--- src/rtl/icache_pkg.sv ---
// rtl/icache_pkg.sv - shared types and geometry for the direct-mapped instruction cache
package icache_pkg;

    localparam int IIDX_W = 4;
    localparam int ITAG_W = 32 - IIDX_W - 2;

    typedef logic [31:0] word_t;

    // Fetch address split: tag | frame index | byte offset.
    typedef struct packed {
        logic [ITAG_W-1:0] tag;
        logic [IIDX_W-1:0] idx;
        logic [1:0]        bytoff;
    } icachef_t;

    // One cache frame holds exactly one instruction word.
    typedef struct packed {
        logic              valid;
        logic [ITAG_W-1:0] tag;
        word_t             data;
    } icache_frame_t;

    typedef enum logic {
        IDLE = 1'b0,
        FILL = 1'b1
    } icache_state_t;

    // Saturating increment used by both statistics counters.
    function automatic word_t sat_inc(input word_t v);
        return (v == '1) ? v : v + 32'd1;
    endfunction

endpackage

--- src/rtl/icache.sv ---
// rtl/icache.sv - direct-mapped one-word-per-block instruction cache with single-word fill
module icache
    import icache_pkg::word_t, icache_pkg::icache_frame_t, icache_pkg::icache_state_t,
           icache_pkg::IDLE, icache_pkg::FILL, icache_pkg::sat_inc;
#(
    parameter int IIDX_W = icache_pkg::IIDX_W,
    parameter int ITAG_W = icache_pkg::ITAG_W
) (
    input  logic        CLK,
    input  logic        nRST,
    input  logic        imemREN,
    input  logic [31:0] imemaddr,
    output logic        ihit,
    output logic [31:0] imemload,
    output logic        iREN,
    output logic [31:0] iaddr,
    input  logic        iwait,
    input  logic [31:0] iload,
    output logic [31:0] hit_count,
    output logic [31:0] miss_count
);

    localparam int NFRAMES = 1 << IIDX_W;

    icache_frame_t     frames [NFRAMES];
    icache_state_t     state;
    icache_state_t     state_next;
    word_t             miss_addr;
    word_t             hit_cnt;
    word_t             miss_cnt;

    logic [ITAG_W-1:0] req_tag;
    logic [IIDX_W-1:0] req_idx;
    logic [ITAG_W-1:0] miss_tag;
    logic [IIDX_W-1:0] miss_idx;
    logic              lookup_hit;
    logic              fill_done;
    logic              count_hit;
    logic              count_miss;

    assign req_tag  = imemaddr[31:IIDX_W+2];
    assign req_idx  = imemaddr[IIDX_W+1:2];
    assign miss_tag = miss_addr[31:IIDX_W+2];
    assign miss_idx = miss_addr[IIDX_W+1:2];

    assign lookup_hit = imemREN && frames[req_idx].valid && (frames[req_idx].tag == req_tag);
    assign fill_done  = (state == FILL) && !iwait;

    assign hit_count  = hit_cnt;
    assign miss_count = miss_cnt;

    // State register; an abandoned fill simply returns to IDLE on reset.
    always_ff @(posedge CLK or negedge nRST) begin
        if (!nRST) begin
            state <= IDLE;
        end else begin
            state <= state_next;
        end
    end

    // Lookup in IDLE, fill request and fill-complete bypass in FILL.
    always_comb begin
        state_next = state;
        ihit       = 1'b0;
        imemload   = '0;
        iREN       = 1'b0;
        iaddr      = '0;
        count_hit  = 1'b0;
        count_miss = 1'b0;
        case (state)
            IDLE: begin
                if (imemREN) begin
                    if (lookup_hit) begin
                        ihit      = 1'b1;
                        imemload  = frames[req_idx].data;
                        count_hit = 1'b1;
                    end else begin
                        count_miss = 1'b1;
                        state_next = FILL;
                    end
                end
            end
            FILL: begin
                iREN  = 1'b1;
                iaddr = miss_addr;
                if (!iwait) begin
                    state_next = IDLE;
                    // Forward the arriving word only if the fetch still wants it.
                    if (imemREN && (imemaddr == miss_addr)) begin
                        ihit     = 1'b1;
                        imemload = iload;
                    end
                end
            end
            default: begin
                state_next = IDLE;
            end
        endcase
    end

    // Capture the missing address; it drives iaddr unchanged for the whole fill.
    always_ff @(posedge CLK or negedge nRST) begin
        if (!nRST) begin
            miss_addr <= '0;
        end else if (count_miss) begin
            miss_addr <= imemaddr;
        end
    end

    // Frame array: cleared on reset, written only when a fill completes.
    always_ff @(posedge CLK or negedge nRST) begin
        if (!nRST) begin
            for (int i = 0; i < NFRAMES; i++) begin
                frames[i] <= '0;
            end
        end else if (fill_done) begin
            frames[miss_idx] <= '{valid: 1'b1, tag: miss_tag, data: iload};
        end
    end

    // Saturating hit/miss statistics; the fill bypass is not counted as a hit.
    always_ff @(posedge CLK or negedge nRST) begin
        if (!nRST) begin
            hit_cnt  <= '0;
            miss_cnt <= '0;
        end else begin
            if (count_hit) begin
                hit_cnt <= sat_inc(hit_cnt);
            end
            if (count_miss) begin
                miss_cnt <= sat_inc(miss_cnt);
            end
        end
    end

endmodule

--- config.mk ---
export PLATFORM = sky130hd
export DESIGN_NAME = icache
export DESIGN_NICKNAME = d
export VERILOG_FILES = /design/src/rtl/icache_pkg.sv /design/src/rtl/icache.sv
export SDC_FILE = /design/constraint.sdc
export NUM_CORES = 2
export LEC_CHECK = 0
export ABC_AREA = 1
export CAP_MARGIN = 20
export CORE_MARGIN = 8
export CORE_UTILIZATION = 35
export DETAILED_ROUTE_END_ITERATION = 10
export PLACE_DENSITY_LB_ADDON = 0.1
export REMOVE_ABC_BUFFERS = 1
export SLEW_MARGIN = 20
export SYNTH_ARGS = -nofsm -noshare
export SYNTH_HDL_FRONTEND = slang
export SYNTH_SLANG_ARGS = --single-unit
--- constraint.sdc ---
create_clock -name CLK -period 4.2 [get_ports CLK]
set_input_delay 1.26 -clock CLK [delete_from_list [all_inputs] [get_ports CLK]]
set_output_delay 1.26 -clock CLK [all_outputs]
set_load 0.01 [all_outputs]
==> results.md <==
* Final setup violation count at 63
* Ys async rst share at 1.00
* Headroom to the max-slew limit at 0.344
* Run status: complete, but fails checks
* Cell variety after synth at 40
* Max H-tree Level at 3
* Dominant cell by count in the synthesized netlist: nand2_1
* Die Height at 392 µm
* Cell types with the largest area share after synthesis: dfrtp_1, nand2_1, o21ai_0, nand3_1, inv_1
* Final count of hold timing violations at 0
* Count of buffers from port buffering at roughly 200
* Total via count in the routed design at about 45,000
* Worst Path Class, Setup: input pin to output port
* DR vias/cell at around 5.2
* Yosys warnings at 0
* Count of flip-flops with a built-in enable after synthesis at 0
* CP Launch Point: imemaddr[2]
* Post-Route Hold Slack at between 0.4 and 0.5 ns
* Cell type contributing the most total cell area after synthesis: dfrtp_1
* Core region area at roughly 140,000 µm²
* Destination of the critical timing path: imemload[18]
* Maximum fanout along the worst path at 9
* Routed wire length at ~180 mm
* Cell area power density at around 550 nW/µm²
* Sequential cell area fraction in the yosys report at 0.527
* DR WL/cell at about 21 µm
* Area enclosed by the die boundary at about 150,000 µm²
* Flop-to-flop setup slack at -0.48 ns
* Maximum VDD drop at around 0.37 mV
* Final worst setup slack at -1.10 ns
* Drt initial violations at between 3,000 and 4,000
* Clock edge transition at the registers on the reported setup and hold paths at approximately 0.060 ns
* Starting Density at 0.351
* Final weighted congestion in routability-driven placement at 0.931
* Leakage power at between 20 and 30 nW
* Most used cell, CP: nand2_1
* Tightest Hold Check Type: flop to flop
* Most instantiated cells after synthesis: nand2_1, dfrtp_1, o21ai_0
* Synth top area share at 0.527
* Remaining global-route overflow at 0
* Maxcap violations at 0
* Cell depth of the worst flop-to-flop path at 41
* Largest net degree at the start of global routing at around 150
* Sink count of the clock tree at ~1,000
* Kind of capture point of the worst setup path: output port
* TritonCTS clock tree: done
* Filler cell count in the final layout at roughly 14,000
* # nets final at between 6,000 and 7,000
* Mapped Cells at about 6,300
* Unrepaired setup endpoints after global routing: yes
* Avg Synthesized Cell Area at between 7 and 8 µm²
* Share of post-route cells with drive strength above 1 at 0.149
* Crit path cell chain: buf_16 > buf_12 > buf_12 > buf_16 > buf_6 > nand2_1 > o211ai_1 > nand3_1 > nand3_2 > nand3_1 > nand2_1 > nor2_2 > nand2_1 > nor2_1 > nand2_2 > inv_2 > nand2_4 > nor2_4 > buf_12 > buf_16 > clkbuf_16 > nand2_1 > o21ai_1 > buf_2
* Summed instance area of the synthesized netlist at 49,400 µm²
* Highest achievable clock rate at roughly 190 MHz
* Aggregate global-route resource usage at 0.233
* Number of remaining DRC errors at 0
* Antenna violations before repair at 4
* Violations in the final reports: setup timing
* Data required time of the worst path at around 2.9 ns
* Chip width at 392 µm
* Least-Margin Pin Slew at slightly below 1 ns
* Number of global-route vias before repair at around 44,000
* HPWL after detailed placement at between 100 and 150 mm
* Site row count at about 140
* Maximum clock skew at final layout at 0.0403 ns
* Count of pins over their slew limit at 0
* Critical Path AT at between 4 and 5 ns
* Portion of the clock cycle consumed by the worst path in the final layout at 1.26
* Area overhead of the layout relative to synthesis at 27.0%
* CTS Root Buffer Type: clkbuf_16
* Commonest register cell after synthesis: dfrtp_1
* Slowest stage cell, crit path: nand3_1
* Final core utilization at 0.445
* Number of I/O pins at 198
* First-pass GRT wire length at about 280 mm
* Post-CTS Hold Fix Bufs at 0
* Launch point of the worst reg-to-reg path: frames[800]
* Crit Reg-Reg Endpoint: hit_count[14]
* Seq cells post-synth at between 1,000 and 1,500
* Initial DRT Pass Iterations at 6
* Worst skew pair latency at between 0.7 and 0.8 ns
* Remaining number of nets flagged by the antenna check after routing at 0
* TritonCTS Buffers at approximately 120
* Crit start category: input pin
* Clock tree buffer depth at 3
* Worst stage delay on the critical path at roughly 0.21 ns
* Final critical path time including I/O delays and setup at around 5.3 ns
[report_power, final]
part / total [mW] / internal, mW / switching [mW]
combinational: 7.77 / 3.29 / 4.48
clock: 11.1 / 6.61 / 4.49
sequential: 15.6 / 13.6 / 2.00
total: 34.5 / 23.5 / 11.0
[cells in the final DEF, fill, tap and decap left out, drive strengths merged, types with 18 or more instances in the layout]
| master | synthesis | layout |
|---|---|---|
| clkdlybuf4s50 | 0 | 158 |
| clkinv | 1 | 36 |
| nor3 | 31 | 31 |
| a21oi | 240 | 240 |
| nor4 | 18 | 18 |
| nand3 | 310 | 310 |
| o21ai | 1141 | 1141 |
| o211ai | 27 | 27 |
| nor2 | 208 | 208 |
| a221oi | 115 | 115 |
| clkbuf | 366 | 191 |
| nand2 | 2186 | 2186 |
| dfrtp | 1041 | 1041 |
| inv | 374 | 374 |
| xor2 | 31 | 31 |
| buf | 110 | 568 |
| nand4 | 54 | 54 |
[state kept, by name (all words and copies together), names as in the netlist]
name,count
state,1
hit_count,32
frames,944
miss_addr,32
miss_count,32
[timing repair]
item / in CTS / in global routing
buffers inserted: 81 / 36
pin swaps: 35 / 86
setup endpoints to repair: 33 / 63
resized for setup: 254 / 188
cloned: 11 / 12
[layer usage]
layer | track usage | wire length, µm
met2 | 0.363 | 82200
met5 | 0 | 26
met4 | 0.0542 | 4190
met3 | 0.0302 | 9620
met1 | 0.344 | 87100
[cells by family after synthesis]
| kind of cell | Yosys count | share of synthesized area |
|---|---|---|
| AND/OR/NAND/NOR | 2818 | 0.228 |
| AO/OA/AOI/OAI | 1550 | 0.168 |
| flip-flops | 1041 | 0.527 |
| buffers and inverters | 851 | 0.0679 |
| XOR/XNOR | 46 | 0.00816 |
| adder cells (fa/ha/maj) | 2 | 0.000507 |
[stage by stage]
stage          instance area, µm²  TNS [ns]  instances  total power [mW]  worst slack, ns
2_1_floorplan               47500   -356.43       5832              19.9            -3.55
3_3_place_gp                56100    -56.62       8334              22.9            -1.64
3_5_place_dp                56100    -51.26       8334              23.0            -1.57
4_1_cts                     61600    -57.98       8650              34.5           -0.978
5_1_grt                     62700    -69.16       8688              36.8            -1.18
6_report                    62700    -63.52       8689              34.5            -1.10
[worst max-delay path, delay by kind of cell]
| kind | cells | cell delay, ns |
|---|---|---|
| and+or+nand+nor | 12 | 1.19 |
| AOI/OAI and AO/OA | 2 | 0.15 |
| buffers and inverters | 10 | 1.36 |
[final cells by class]
cell class | instances | area [µm²] | area share
antenna | 1 | 2.50 | 0.0000399
clock buffer | 179 | 3610 | 0.0576
clock inverter | 46 | 609 | 0.00971
inverter | 375 | 1470 | 0.0234
multi-input combinational | 4416 | 21000 | 0.335
sequential | 1041 | 26100 | 0.415
tap | 1890 | 2360 | 0.0377
timing repair buffer | 740 | 7610 | 0.121
timing repair inverter | 1 | 16.3 | 0.000259
[worst min path at each step]
| stage | startpoint | endpoint | cells past startpoint |
|---|---|---|---|
| after detailed placement | frames[412] | frames[412] | 2 |
| after floorplan | frames[176] | frames[176] | 2 |
| final | frames[648] | frames[648] | 2 |
| after CTS | frames[412] | frames[412] | 2 |
| after global routing | frames[412] | frames[412] | 2 |
| after global placement | frames[58] | frames[58] | 2 |
Power figures use the tool's default switching activity.
